## config.mk

```make
export PLATFORM = sky130hd
export DESIGN_NAME = riscv_retire_monitor
export DESIGN_NICKNAME = d
export VERILOG_FILES = /design/src/rtl/riscv_retire_monitor.sv
export SDC_FILE = /design/constraint.sdc
export NUM_CORES = 1
export LEC_CHECK = 0
export CAP_MARGIN = 5
export CORE_ASPECT_RATIO = 1.4
export CORE_MARGIN = 2
export CORE_UTILIZATION = 39
export CTS_CLUSTER_DIAMETER = 40
export DETAILED_ROUTE_END_ITERATION = 6
export PLACE_DENSITY = 0.8
export SLEW_MARGIN = 20
export SYNTH_ARGS = -nofsm -noshare
export SYNTH_HDL_FRONTEND = slang
export SYNTH_SLANG_ARGS = --single-unit
```

## constraint.sdc

```tcl
create_clock -name CLK -period 2 [get_ports CLK]
set_input_delay 0.4 -clock CLK [delete_from_list [all_inputs] [get_ports CLK]]
set_output_delay 0.4 -clock CLK [all_outputs]
set_load 0.05 [all_outputs]
```

## src/rtl/riscv_retire_monitor.sv

```systemverilog
// ---------------------------------------------------------------------------
// riscv_retire_monitor
//
// Retirement-side observability block of the RISC-V core. Fed by the
// commit/writeback stage, it counts retired instructions, keeps the result
// value of the most recent retirement and detects the two-instruction
// program-end sequence (HALT_INST0 followed by HALT_INST1).
//
// Optional feature macro: STALL_WATCHDOG_EN
//   When defined, a stall watchdog raises ERR and HALT after WDOG_LIMIT
//   consecutive cycles with no accepted retirement. When undefined, ERR is
//   tied low and HALT comes only from the halt sequence.
//
// Parameters
//   DWIDTH      data width of result / store address / OUTPUT_PORT
//   CNT_WIDTH   width of the NUM_INST counter (wraps at 2^CNT_WIDTH)
//   HALT_INST0  first word of the halt sequence
//   HALT_INST1  second word of the halt sequence
//   WDOG_LIMIT  idle cycles before the watchdog trips (watchdog builds only)
//
// Ports
//   CLK            in   clock, all state on posedge
//   RSTn           in   synchronous active-low reset
//   RET_VALID      in   one instruction retires this cycle
//   RET_INST       in   encoding of the retiring instruction
//   RET_RD_WE      in   retiring instruction writes a register
//   RET_RD_DATA    in   register write data
//   RET_IS_STORE   in   retiring instruction is a store
//   RET_ST_ADDR    in   store effective address
//   RET_IS_BRANCH  in   retiring instruction is a conditional branch
//   RET_BR_TAKEN   in   branch outcome
//   NUM_INST       out  retired-instruction count
//   OUTPUT_PORT    out  result of the most recent retirement
//   HALT           out  program finished (sticky until reset)
//   ERR            out  watchdog trip flag (sticky until reset)
// ---------------------------------------------------------------------------
module riscv_retire_monitor #(
  parameter int unsigned DWIDTH     = 32,
  parameter int unsigned CNT_WIDTH  = 32,
  parameter logic [31:0] HALT_INST0 = 32'h00c00093,
  parameter logic [31:0] HALT_INST1 = 32'h00008067,
  parameter int unsigned WDOG_LIMIT = 1024
) (
  input  logic                 CLK,
  input  logic                 RSTn,
  input  logic                 RET_VALID,
  input  logic [31:0]          RET_INST,
  input  logic                 RET_RD_WE,
  input  logic [DWIDTH-1:0]    RET_RD_DATA,
  input  logic                 RET_IS_STORE,
  input  logic [DWIDTH-1:0]    RET_ST_ADDR,
  input  logic                 RET_IS_BRANCH,
  input  logic                 RET_BR_TAKEN,
  output logic [CNT_WIDTH-1:0] NUM_INST,
  output logic [DWIDTH-1:0]    OUTPUT_PORT,
  output logic                 HALT,
  output logic                 ERR
);

  // The watchdog needs at least one idle cycle before its terminal count.
  if (WDOG_LIMIT < 2) begin : g_cfg_chk
    $error("riscv_retire_monitor: WDOG_LIMIT must be at least 2");
  end

  typedef enum logic [1:0] {
    ST_IDLE  = 2'd0,
    ST_ARMED = 2'd1,
    ST_DONE  = 2'd2
  } state_t;

  state_t                 r_state;
  state_t                 w_state_nxt;
  logic [CNT_WIDTH-1:0]   r_num_inst;
  logic [DWIDTH-1:0]      r_out;
  logic                   r_halt;
  logic                   w_accept;
  logic                   w_seq_done;
  logic                   w_wdog_trip;

  // A retirement only counts while the program is still running.
  assign w_accept = RET_VALID & ~r_halt;

  // ---- stall watchdog ------------------------------------------------------
`ifdef STALL_WATCHDOG_EN
  localparam int unsigned WDOG_W = (WDOG_LIMIT > 2) ? $clog2(WDOG_LIMIT) : 1;
  localparam logic [WDOG_W-1:0] WDOG_LAST = WDOG_W'(WDOG_LIMIT - 1);

  logic [WDOG_W-1:0] r_wdog;
  logic              r_err;

  // r_wdog holds the number of idle cycles already seen; the idle cycle that
  // finds it at WDOG_LAST is the WDOG_LIMIT-th one and trips the watchdog.
  assign w_wdog_trip = ~r_halt & ~RET_VALID & (r_wdog == WDOG_LAST);

  always_ff @(posedge CLK) begin
    if (!RSTn) begin
      r_wdog <= '0;
      r_err  <= 1'b0;
    end else begin
      if (w_accept) begin
        r_wdog <= '0;
      end else if (!r_halt && !w_wdog_trip) begin
        r_wdog <= r_wdog + WDOG_W'(1);
      end
      if (w_wdog_trip) begin
        r_err <= 1'b1;
      end
    end
  end

  assign ERR = r_err;
`else
  assign w_wdog_trip = 1'b0;
  assign ERR         = 1'b0;
`endif

  // ---- halt-sequence FSM ---------------------------------------------------
  always_ff @(posedge CLK) begin
    if (!RSTn) begin
      r_state <= ST_IDLE;
    end else begin
      r_state <= w_state_nxt;
    end
  end

  // ARMED means "the last accepted instruction was HALT_INST0"; a repeated
  // HALT_INST0 therefore keeps the sequence armed.
  always_comb begin
    w_state_nxt = r_state;
    w_seq_done  = 1'b0;
    if (w_accept) begin
      case (r_state)
        ST_IDLE: begin
          if (RET_INST == HALT_INST0) begin
            w_state_nxt = ST_ARMED;
          end
        end
        ST_ARMED: begin
          if (RET_INST == HALT_INST1) begin
            w_state_nxt = ST_DONE;
            w_seq_done  = 1'b1;
          end else if (RET_INST == HALT_INST0) begin
            w_state_nxt = ST_ARMED;
          end else begin
            w_state_nxt = ST_IDLE;
          end
        end
        ST_DONE: begin
          w_state_nxt = ST_DONE;
        end
        default: begin
          w_state_nxt = ST_IDLE;
        end
      endcase
    end
    // A watchdog trip ends the program just like the halt sequence.
    if (w_wdog_trip) begin
      w_state_nxt = ST_DONE;
    end
  end

  // ---- retirement counters and result register -----------------------------
  // The halting instruction itself is counted and updates the result in the
  // same edge that raises HALT.
  always_ff @(posedge CLK) begin
    if (!RSTn) begin
      r_num_inst <= '0;
      r_out      <= '0;
      r_halt     <= 1'b0;
    end else begin
      if (w_accept) begin
        r_num_inst <= r_num_inst + CNT_WIDTH'(1);
        if (RET_IS_STORE) begin
          r_out <= RET_ST_ADDR;
        end else if (RET_IS_BRANCH) begin
          r_out <= {{(DWIDTH-1){1'b0}}, RET_BR_TAKEN};
        end else if (RET_RD_WE) begin
          r_out <= RET_RD_DATA;
        end
      end
      if (w_seq_done || w_wdog_trip) begin
        r_halt <= 1'b1;
      end
    end
  end

  assign NUM_INST    = r_num_inst;
  assign OUTPUT_PORT = r_out;
  assign HALT        = r_halt;

  // ---- invariants -----------------------------------------------------------
  // Once halted, nothing but reset may change the observable state.
  a_halt_sticky: assert property (@(posedge CLK) (RSTn && r_halt) |=> r_halt);
  a_cnt_frozen:  assert property (@(posedge CLK) (RSTn && r_halt) |=> $stable(r_num_inst));
  a_out_frozen:  assert property (@(posedge CLK) (RSTn && r_halt) |=> $stable(r_out));
  // HALT and the terminal FSM state are always raised and cleared together.
  a_done_halt:   assert property (@(posedge CLK) RSTn |-> ((r_state == ST_DONE) == r_halt));

endmodule

```

==> metrics.yaml, run 1 <==
synth_nets: 472
yosys.area.top_type: "dfxtp_1"
cts_buffer_depth: 2
synth-edff-count: 0
yosys.area_share.simple: 0.3059
min_period_ns: 1.948
synth.avg_cell_area_um2: 8.558
worstPathMaxFanout: 7
port_buffers: 167
grt_pass1_vias: 3462
synth_top_family_by_area: "simple AND/OR/NAND/NOR gates"
synth_mux_area_frac: 0.01271
crit_path_start: "NUM_INST[16]"
yosysMostFrequentCell: "dfxtp_1"
fill_cells: 686
synthCells: 368
hold_path.class: "flop to flop"
htreeDepth: 3
fp.dieW_um: 79.95
synth_compound_area_frac: 0.1720
fin_crit_sh: 0.9738
p_per_area_nw_per_um2: 618.7
worstMarginPinSlew_ns: 0.5579
num_vias: 3621
report.final.slew_viol_count: 0
root_buffer: "clkbuf_8"
ys_async_sr_fraction: 0
wl_per_cell_um: 15.65
fin_nets: 654
ys_seq_area_frac: 0.4259
synth_xor_area_frac: 0.02781
die_area_um2: 8820
status: "finished clean"
final-setup-viol-count: 0
max-slew-margin-rel: 0.6275
cp.depth: 1
drive_gt1_frac: 0.1447
initial_core_util: 0.4039
synthTopCellsByCount: "dfxtp_1 (67), nor2_1 (44), nor3_1 (33)"
grt_max_degree: 52
leakagePower_nw: 2.139
path_cells: "clkdlybuf4s50_1"
globalplace.congestion: 0.8134
worstSetupEndpointType: "primary output"
rrSetupSlack_ns: 0.12
total_power_mw: 3.287
hold_violations: 0
synthDistinctLibCells: 47
multi_input_area_um2: 1665
fin_ws_ns: 0.05247
io_pins: 169
antenna_left: 0
hpwl_um: 7711
die_h_um: 110.3
dp_slack_ns: -0.2654
rows: 38
cts.clk_slew.worst_paths_ns: 0.07
grt_pass1_wl_um: 15930
cts_tree: "done"
arrival_ns: 1.55
ctsHoldBuffers: 0
route.detailed.drc: 0
cap_violations: 0
path_delay_family: "buffers and inverters"
crit_slowest_cell: "clkdlybuf4s50_1"
postRouteWirelength_um: 10220
clk-insertion-delay-late_ns: 0.34
reg2reg_from: "NUM_INST[6]"
antenna_found_initial: 0
r2r_end: "NUM_INST[18]"
final-seq-area_um2: 1349
crit_buf_inv: 1
fmax_mhz: 513.5
grt_usage: 0.2328
slowest_delay_ns: 0.82
fin_tns_setup_ns: 0
r2r_cells: 5
netlist_area_um2: 3149
ys_ff_latch: 67
worstPathRequired_ns: 1.60
antenna_cells: 0
crit_end: "NUM_INST[16]"
area_growth_pct: 68.73
synthTopCellsByArea: "dfxtp_1 (43%), a221oi_1 (8.3%), nor2_1 (5.2%)"
cts_sinks: 67
via_per_inst: 5.545
first_pass_iters: 4
first_iter_violations: 315
peakVddDrop_v: 0.0003823
ys.warnings.count: 0
synth_flop_cell: "dfxtp_1"
cts_inserted_buffers: 9
fin_skew_ns: 0.005988
yosys.area_share.adder: 0.003973
crit_path_start_kind: "flop"
grt-ovfl-total: 0
synth_top_area_share: 0.4259
worstSetupPathType: "flop to primary output"
coreArea_um2: 7797
[registers in the layout, indices dropped and copies added, names as in the netlist]
name	count
r_state	2
HALT	1
NUM_INST	32
OUTPUT_PORT	32
[timing repair]
action | in CTS | in global routing
buffers inserted | 0 | 2
gates resized for setup | 6 | 12
setup endpoints to repair | 6 | 17
pin swaps | 0 | 1
[layer usage]
layer,part of all wire,global-route usage,wire [µm],up-vias
met5,0,0,0,-
met4,0.020,0.08959,206,0
met3,0.096,0.09772,986,20
met2,0.52,0.4167,5357,151
met1,0.36,0.2392,3669,1689
li1,-,-,-,1761
[cell type report]
| type | count | area share |
|---|---|---|
| clock buffer | 12 | 0.03108 |
| sequential | 67 | 0.2538 |
| timing repair buffer | 201 | 0.3673 |
| inverter | 6 | 0.004238 |
| multi-input combinational | 265 | 0.3134 |
| tap | 100 | 0.02355 |
| clock inverter | 2 | 0.006593 |
[cells by family after synthesis]
| kind of cell | Yosys count |
|---|---|
| and+or+nand+nor | 173 |
| AOI/OAI and AO/OA | 76 |
| DFF | 67 |
| buffers and inverters | 36 |
| xor gates and xnor gates | 10 |
| muxes | 4 |
| adders and majority gates | 1 |
| other | 1 |
[metrics by stage]
step	utilization	hold WS, ns	cell area (µm²)	cells
3_5_place_dp	0.6504	0.4595	5071	637
6_report	0.6815	0.4655	5314	653
2_1_floorplan	-	0.4473	3157	368
5_1_grt	0.6815	0.4908	5314	653
3_3_place_gp	0.6504	0.4416	5071	637
4_1_cts	0.6751	0.4687	5264	651
[cell usage in the layout, fill, tap and decap left out, types with 2 or more instances in the layout]
| master | instances |
|---|---|
| mux2i_1 | 4 |
| and3_1 | 3 |
| nand4b_1 | 4 |
| nand2_1 | 16 |
| dfxtp_1 | 61 |
| nor4b_1 | 2 |
| nand2b_1 | 5 |
| nand3_1 | 12 |
| nor2_1 | 43 |
| nor3_1 | 33 |
| or4_2 | 2 |
| buf_12 | 3 |
| a221oi_1 | 30 |
| o21ai_0 | 7 |
| or3_1 | 5 |
| nor4_1 | 7 |
| xnor2_1 | 3 |
| o41ai_1 | 2 |
| xor2_1 | 7 |
| a21oi_1 | 20 |
| dlymetal6s2s_1 | 10 |
| nand4_1 | 12 |
| dfxtp_2 | 6 |
| and2_2 | 2 |
| and3b_1 | 2 |
| and4_1 | 2 |
| o31ai_1 | 12 |
| and4_2 | 3 |
| or4_1 | 11 |
| clkdlybuf4s50_1 | 139 |
| dlygate4sd2_1 | 6 |
| buf_4 | 43 |
| clkbuf_8 | 12 |
| inv_1 | 5 |
[how the worst min path moves through the flow]
stage	start	endpoint	slack, ns	cells past startpoint
after detailed placement	OUTPUT_PORT[0]	OUTPUT_PORT[0]	0.46	2
after global routing	OUTPUT_PORT[0]	OUTPUT_PORT[0]	0.49	2
after global placement	OUTPUT_PORT[0]	OUTPUT_PORT[0]	0.44	2
final	OUTPUT_PORT[0]	OUTPUT_PORT[0]	0.47	2
after floorplan	r_state[1]	r_state[1]	0.45	2
after CTS	OUTPUT_PORT[0]	OUTPUT_PORT[0]	0.47	2
[where the power goes]
part           internal (mW)  total (mW)  switching, mW
combinational          0.344       0.716          0.371
clock                  0.662        1.15          0.490
sequential              1.39        1.42         0.0311
total                   2.40        3.29          0.892
[worst min-delay path: cells and delay by family (launching register included)]
family	cells	cell delay, ns
flip-flops	1	0.31
AO/OA/AOI/OAI	1	0.06
AND/OR/NAND/NOR	1	0.05
Power figures use the tool's default switching activity.
==> run 2: changes to the inputs <==
--- a/config.mk
+++ b/config.mk
@@ -6,7 +6,6 @@
 export NUM_CORES = 1
 export LEC_CHECK = 0
 export CAP_MARGIN = 5
-export CORE_ASPECT_RATIO = 1.4
 export CORE_MARGIN = 2
 export CORE_UTILIZATION = 39
 export CTS_CLUSTER_DIAMETER = 40
==> metrics.yaml, run 2 (synthesis results as in run 1) <==
r2r_cells: 4
fp.dieW_um: 93.86
min_period_ns: 1.951
area_growth_pct: 68.38
leakagePower_nw: 2.078
fill_cells: 635
die_h_um: 93.86
die_area_um2: 8810
drive_gt1_frac: 0.1275
sequentialPowerShare: 0.393
grt_pass1_wl_um: 15910
p_per_area_nw_per_um2: 679.5
worstSetupEndpointType: "primary output"
final_area_um2: 5303
fmax_mhz: 512.7
rows: 32
rsz0062_at_grt: "no"
crit_buf_inv: 1
cts.clk_slew.worst_paths_ns: 0.07
root_buffer: "clkbuf_8"
antenna_left: 0
grt_max_degree: 62
dp.cells: 635
globalplace.congestion: 0.8452
final_cells: 651
max-slew-margin-rel: 0.6392
path_cells: "clkdlybuf4s50_1"
coreArea_um2: 7767
worstMarginPinSlew_ns: 0.5395
postRouteWirelength_um: 9873
switchingPower_mw: 0.9171
total_power_mw: 3.603
cap_violations: 0
min_to: "OUTPUT_PORT[0]"
final_common_cell: "clkdlybuf4s50_1"
r2r_end: "NUM_INST[31]"
fin_nets: 648
worstPathMaxFanout: 5
rrSetupSlack_ns: 0.13
antenna_found_initial: 0
grt_pass1_vias: 3341
arrival_ns: 1.55
intPower_mw: 2.686
antenna_cells: 0
io_pins: 169
cts_sinks: 67
hpwl_um: 7498
cts_tree: "done"
hold_path_depth: 2
hold_path.class: "flop to flop"
clkPwrFrac: 0.408
fin_skew_ns: 0.008375
worstPathRequired_ns: 1.60
p_sw_frac: 0.2545
reg2reg_from: "NUM_INST[17]"
wl_per_cell_um: 15.17
final_cell_mix: "clkdlybuf4s50_1 (143), dfxtp_1 (61), nor2_1 (43), buf_4 (35), nor3_1 (33)"
via_per_inst: 5.399
first_pass_iters: 4
route.detailed.drc: 0
peakVddDrop_v: 0.0004659
report.final.slew_viol_count: 0
port_buffers: 167
crit_path_start_kind: "flop"
grt_usage: 0.2261
grt-ovfl-total: 0
fin_tns_setup_ns: 0
hold_violations: 0
ctsHoldBuffers: 0
crit_path_start: "NUM_INST[26]"
worst_hold_slack_ns: 0.4602
first_iter_violations: 79
cts_inserted_buffers: 9
num_vias: 3515
placed_area_um2: 5039
initial_core_util: 0.4054
path_delay_family: "buffers and inverters"
final-setup-viol-count: 0
crit_slowest_cell: "clkdlybuf4s50_1"
cts_setup_buffers: 0
slowest_delay_ns: 0.83
htreeDepth: 3
worstSetupPathType: "flop to primary output"
worstHoldStart: "OUTPUT_PORT[0]"
clk-insertion-delay-late_ns: 0.33
cts_buffer_depth: 2
combPwrFrac: 0.198
fin_crit_sh: 0.9753
status: "finished clean"
## run 2: changes by cell type in the layout (fill, tap and decap cells not counted), sizes merged
| cell | before | now |
|---|---|---|
| clkdlybuf4s50 | 139 | 143 |
| buf | 46 | 37 |
| dlygate4sd2 | 6 | 8 |
| bufinv | 1 | 4 |
| dlymetal6s2s | 10 | 7 |
| clkbuf | 12 | 11 |
## run 2: what timing repair did
| action | in CTS | in global routing |
|---|---|---|
| hold endpoints to repair | 0 | 0 |
| endpoints found under the setup margin | 8 | 7 |
| gates resized for setup | 8 | 7 |
## run 2: how the worst max path moves through the flow
stage	to	depth (start not counted)	slack, ns
floorplan	NUM_INST[31]	4	-0.06
global placement	NUM_INST[17]	6	-0.22
detailed placement	NUM_INST[17]	6	-0.25
CTS	NUM_INST[7]	2	0.006
global route	NUM_INST[16]	1	0.002
finish	NUM_INST[26]	1	0.05
## run 2: per-stage QoR
step	utilization	setup slack (ns)
floorplan	-	-0.05512
global placement	0.6487	-0.2182
detailed placement	0.6487	-0.2513
CTS	0.6804	0.005679
global route	0.6827	0.002011
finish	0.6827	0.04944
## run 2: layer usage
metal | GRT usage | vias up | wire length [µm]
met3 | 0.08989 | 14 | 1017
li1 | - | 1754 | -
met5 | 0 | - | 0
met1 | 0.2591 | 1610 | 3833
met4 | 0.07850 | 0 | 156
met2 | 0.3815 | 137 | 4866
## run 2: power groups by stage
| stage | Sequential [mW] | Clock [mW] | Combinational [mW] |
|---|---|---|---|
| final | 1.42 | 1.47 | 0.715 |
| after global routing | 1.42 | 1.55 | 0.760 |
| after floorplan | 1.63 | 0 | 0.166 |
| after detailed placement | 1.45 | 0 | 0.717 |
| after global placement | 1.45 | 0 | 0.709 |
| after CTS | 1.42 | 1.49 | 0.719 |
## run 2: area by class of cell
cell class                      count  area, µm²  area share
Timing Repair Buffer              195       1892      0.3568
Multi-Input combinational cell    265       1655      0.3122
Sequential cell                    67       1349      0.2544
Clock buffer                       11      131.4     0.02478
Tap cell                          102      127.6     0.02407
Clock inverter                      5      125.1     0.02360
Inverter                            6      22.52    0.004247
==> run 3: changes to the inputs <==
--- a/config.mk
+++ b/config.mk
@@ -10,7 +10,9 @@
 export CORE_UTILIZATION = 39
 export CTS_CLUSTER_DIAMETER = 40
 export DETAILED_ROUTE_END_ITERATION = 6
-export PLACE_DENSITY = 0.8
+export GPL_TIMING_DRIVEN = 0
+export PLACE_DENSITY_LB_ADDON = 0.25
+export SKIP_LAST_GASP = 1
 export SLEW_MARGIN = 20
 export SYNTH_ARGS = -nofsm -noshare
 export SYNTH_HDL_FRONTEND = slang
==> metrics.yaml, run 3 (synthesis results as in run 1) <==
r2r_end: "NUM_INST[26]"
hold_path.class: "flop to flop"
grt_pass1_wl_um: 16570
fin_skew_ns: 0.009949
route.detailed.drc: 0
rrSetupSlack_ns: 0.12
hold_violations: 0
rsz0062_at_grt: "yes"
grt_pass1_vias: 3596
die_h_um: 93.86
grt_usage: 0.2356
min_period_ns: 1.943
root_buffer: "clkbuf_8"
grt_max_degree: 13
io_pins: 169
via_per_inst: 5.499
globalplace.congestion: 0.8882
max-slew-margin-rel: 0.6157
final_common_cell: "clkdlybuf4s50_1"
cp.depth: 1
worstMarginPinSlew_ns: 0.5747
min_to: "OUTPUT_PORT[0]"
wl_met3_um: 871
worstSetupEndpointType: "primary output"
cap_violations: 0
slowest_delay_ns: 0.81
antenna_cells: 0
antenna_found_initial: 0
cts_setup_buffers: 0
area_growth_pct: 66.19
cts_buffer_depth: 2
initial_core_util: 0.4054
fmax_mhz: 514.6
route.met2.wl_um: 5435
worstPathMaxFanout: 6
report.final.slew_viol_count: 0
worst_hold_slack_ns: 0.4661
cts_sinks: 67
die_area_um2: 8810
path_delay_family: "buffers and inverters"
leakagePower_nw: 2.096
grt-ovfl-total: 0
first_pass_iters: 4
path_cells: "clkdlybuf4s50_1"
final_core_util: 0.6738
fin_crit_sh: 0.9716
clk-insertion-delay-late_ns: 0.34
wl_met1_um: 3928
hold_path_depth: 2
hpwl_um: 7957
crit_slowest_cell: "clkdlybuf4s50_1"
cts_inserted_buffers: 9
drive_gt1_frac: 0.08530
arrival_ns: 1.54
routed.top_layer: "met4"
reg2reg_from: "NUM_INST[17]"
crit_path_start_kind: "flop"
rows: 32
crit_path_start: "NUM_INST[19]"
htreeDepth: 3
r2r_cells: 5
status: "finished clean"
num_vias: 3591
postRouteWirelength_um: 10400
worstHoldStart: "OUTPUT_PORT[0]"
final_cell_mix: "clkdlybuf4s50_1 (141), dfxtp_1 (60), nor2_1 (44), nor3_1 (33), a221oi_1 (30)"
antenna_left: 0
total_power_mw: 3.440
cts.clk_slew.worst_paths_ns: 0.08
fp.dieW_um: 93.86
port_buffers: 166
fin_nets: 650
final-setup-viol-count: 0
worstPathRequired_ns: 1.60
p_per_area_nw_per_um2: 657.3
worstSetupPathType: "flop to primary output"
peakVddDrop_v: 0.0004782
wl_per_cell_um: 15.92
cts_tree: "done"
fill_cells: 652
first_iter_violations: 126
coreArea_um2: 7767
crit_buf_inv: 1
run 3: repair_timing:
action | 4_1_cts | 5_1_grt
resized for setup | 15 | 31
endpoints found under the setup margin | 19 | 51
hold buffers | 0 | 0
cloned | 0 | 1
pin swaps | 0 | 1
run 3: layout make-up:
type / instances / area [µm²] / area share
plain buffers: 30 / 152.6 / 0.02917
clock buffers: 11 / 151.4 / 0.02893
clock inverters: 5 / 85.08 / 0.01626
inverters: 6 / 22.52 / 0.004303
multi-input cells: 265 / 1662 / 0.3175
flip-flops and latches: 67 / 1353 / 0.2584
well taps: 102 / 127.6 / 0.02438
repair buffers: 167 / 1680 / 0.3211
run 3: layer usage:
metal / GRT usage / vias up
met5: 0 / -
met4: 0.07246 / 0
met3: 0.08347 / 16
met2: 0.4250 / 137
met1: 0.2570 / 1683
li1: - / 1755
run 3: how the worst max path moves through the flow:
stage	slack, ns	endpoint
after floorplan	-0.06	NUM_INST[31]
after global placement	-0.36	NUM_INST[20]
after detailed placement	-0.41	NUM_INST[20]
after CTS	-0.02	NUM_INST[20]
after global routing	-0.02	OUTPUT_PORT[11]
final	0.06	NUM_INST[19]
run 3: power by group:
group	switching [mW]	leakage (nW)	total, mW	internal [mW]
Combinational	0.377	1.43	0.711	0.334
Sequential	0.0310	0.551	1.42	1.39
Clock	0.536	0.116	1.31	0.775
Total	0.944	2.10	3.44	2.50
run 3: stage by stage:
step / TNS [ns] / cell area, µm² / worst slack (ns) / instances
after global routing: -0.04341 / 5234 / -0.01768 / 653
after CTS: -0.01539 / 5176 / -0.01539 / 652
after detailed placement: -15.00 / 4946 / -0.4148 / 636
after global placement: -11.92 / 4946 / -0.3633 / 636
final: 0 / 5234 / 0.05681 / 653
after floorplan: -0.05512 / 3157 / -0.05512 / 368
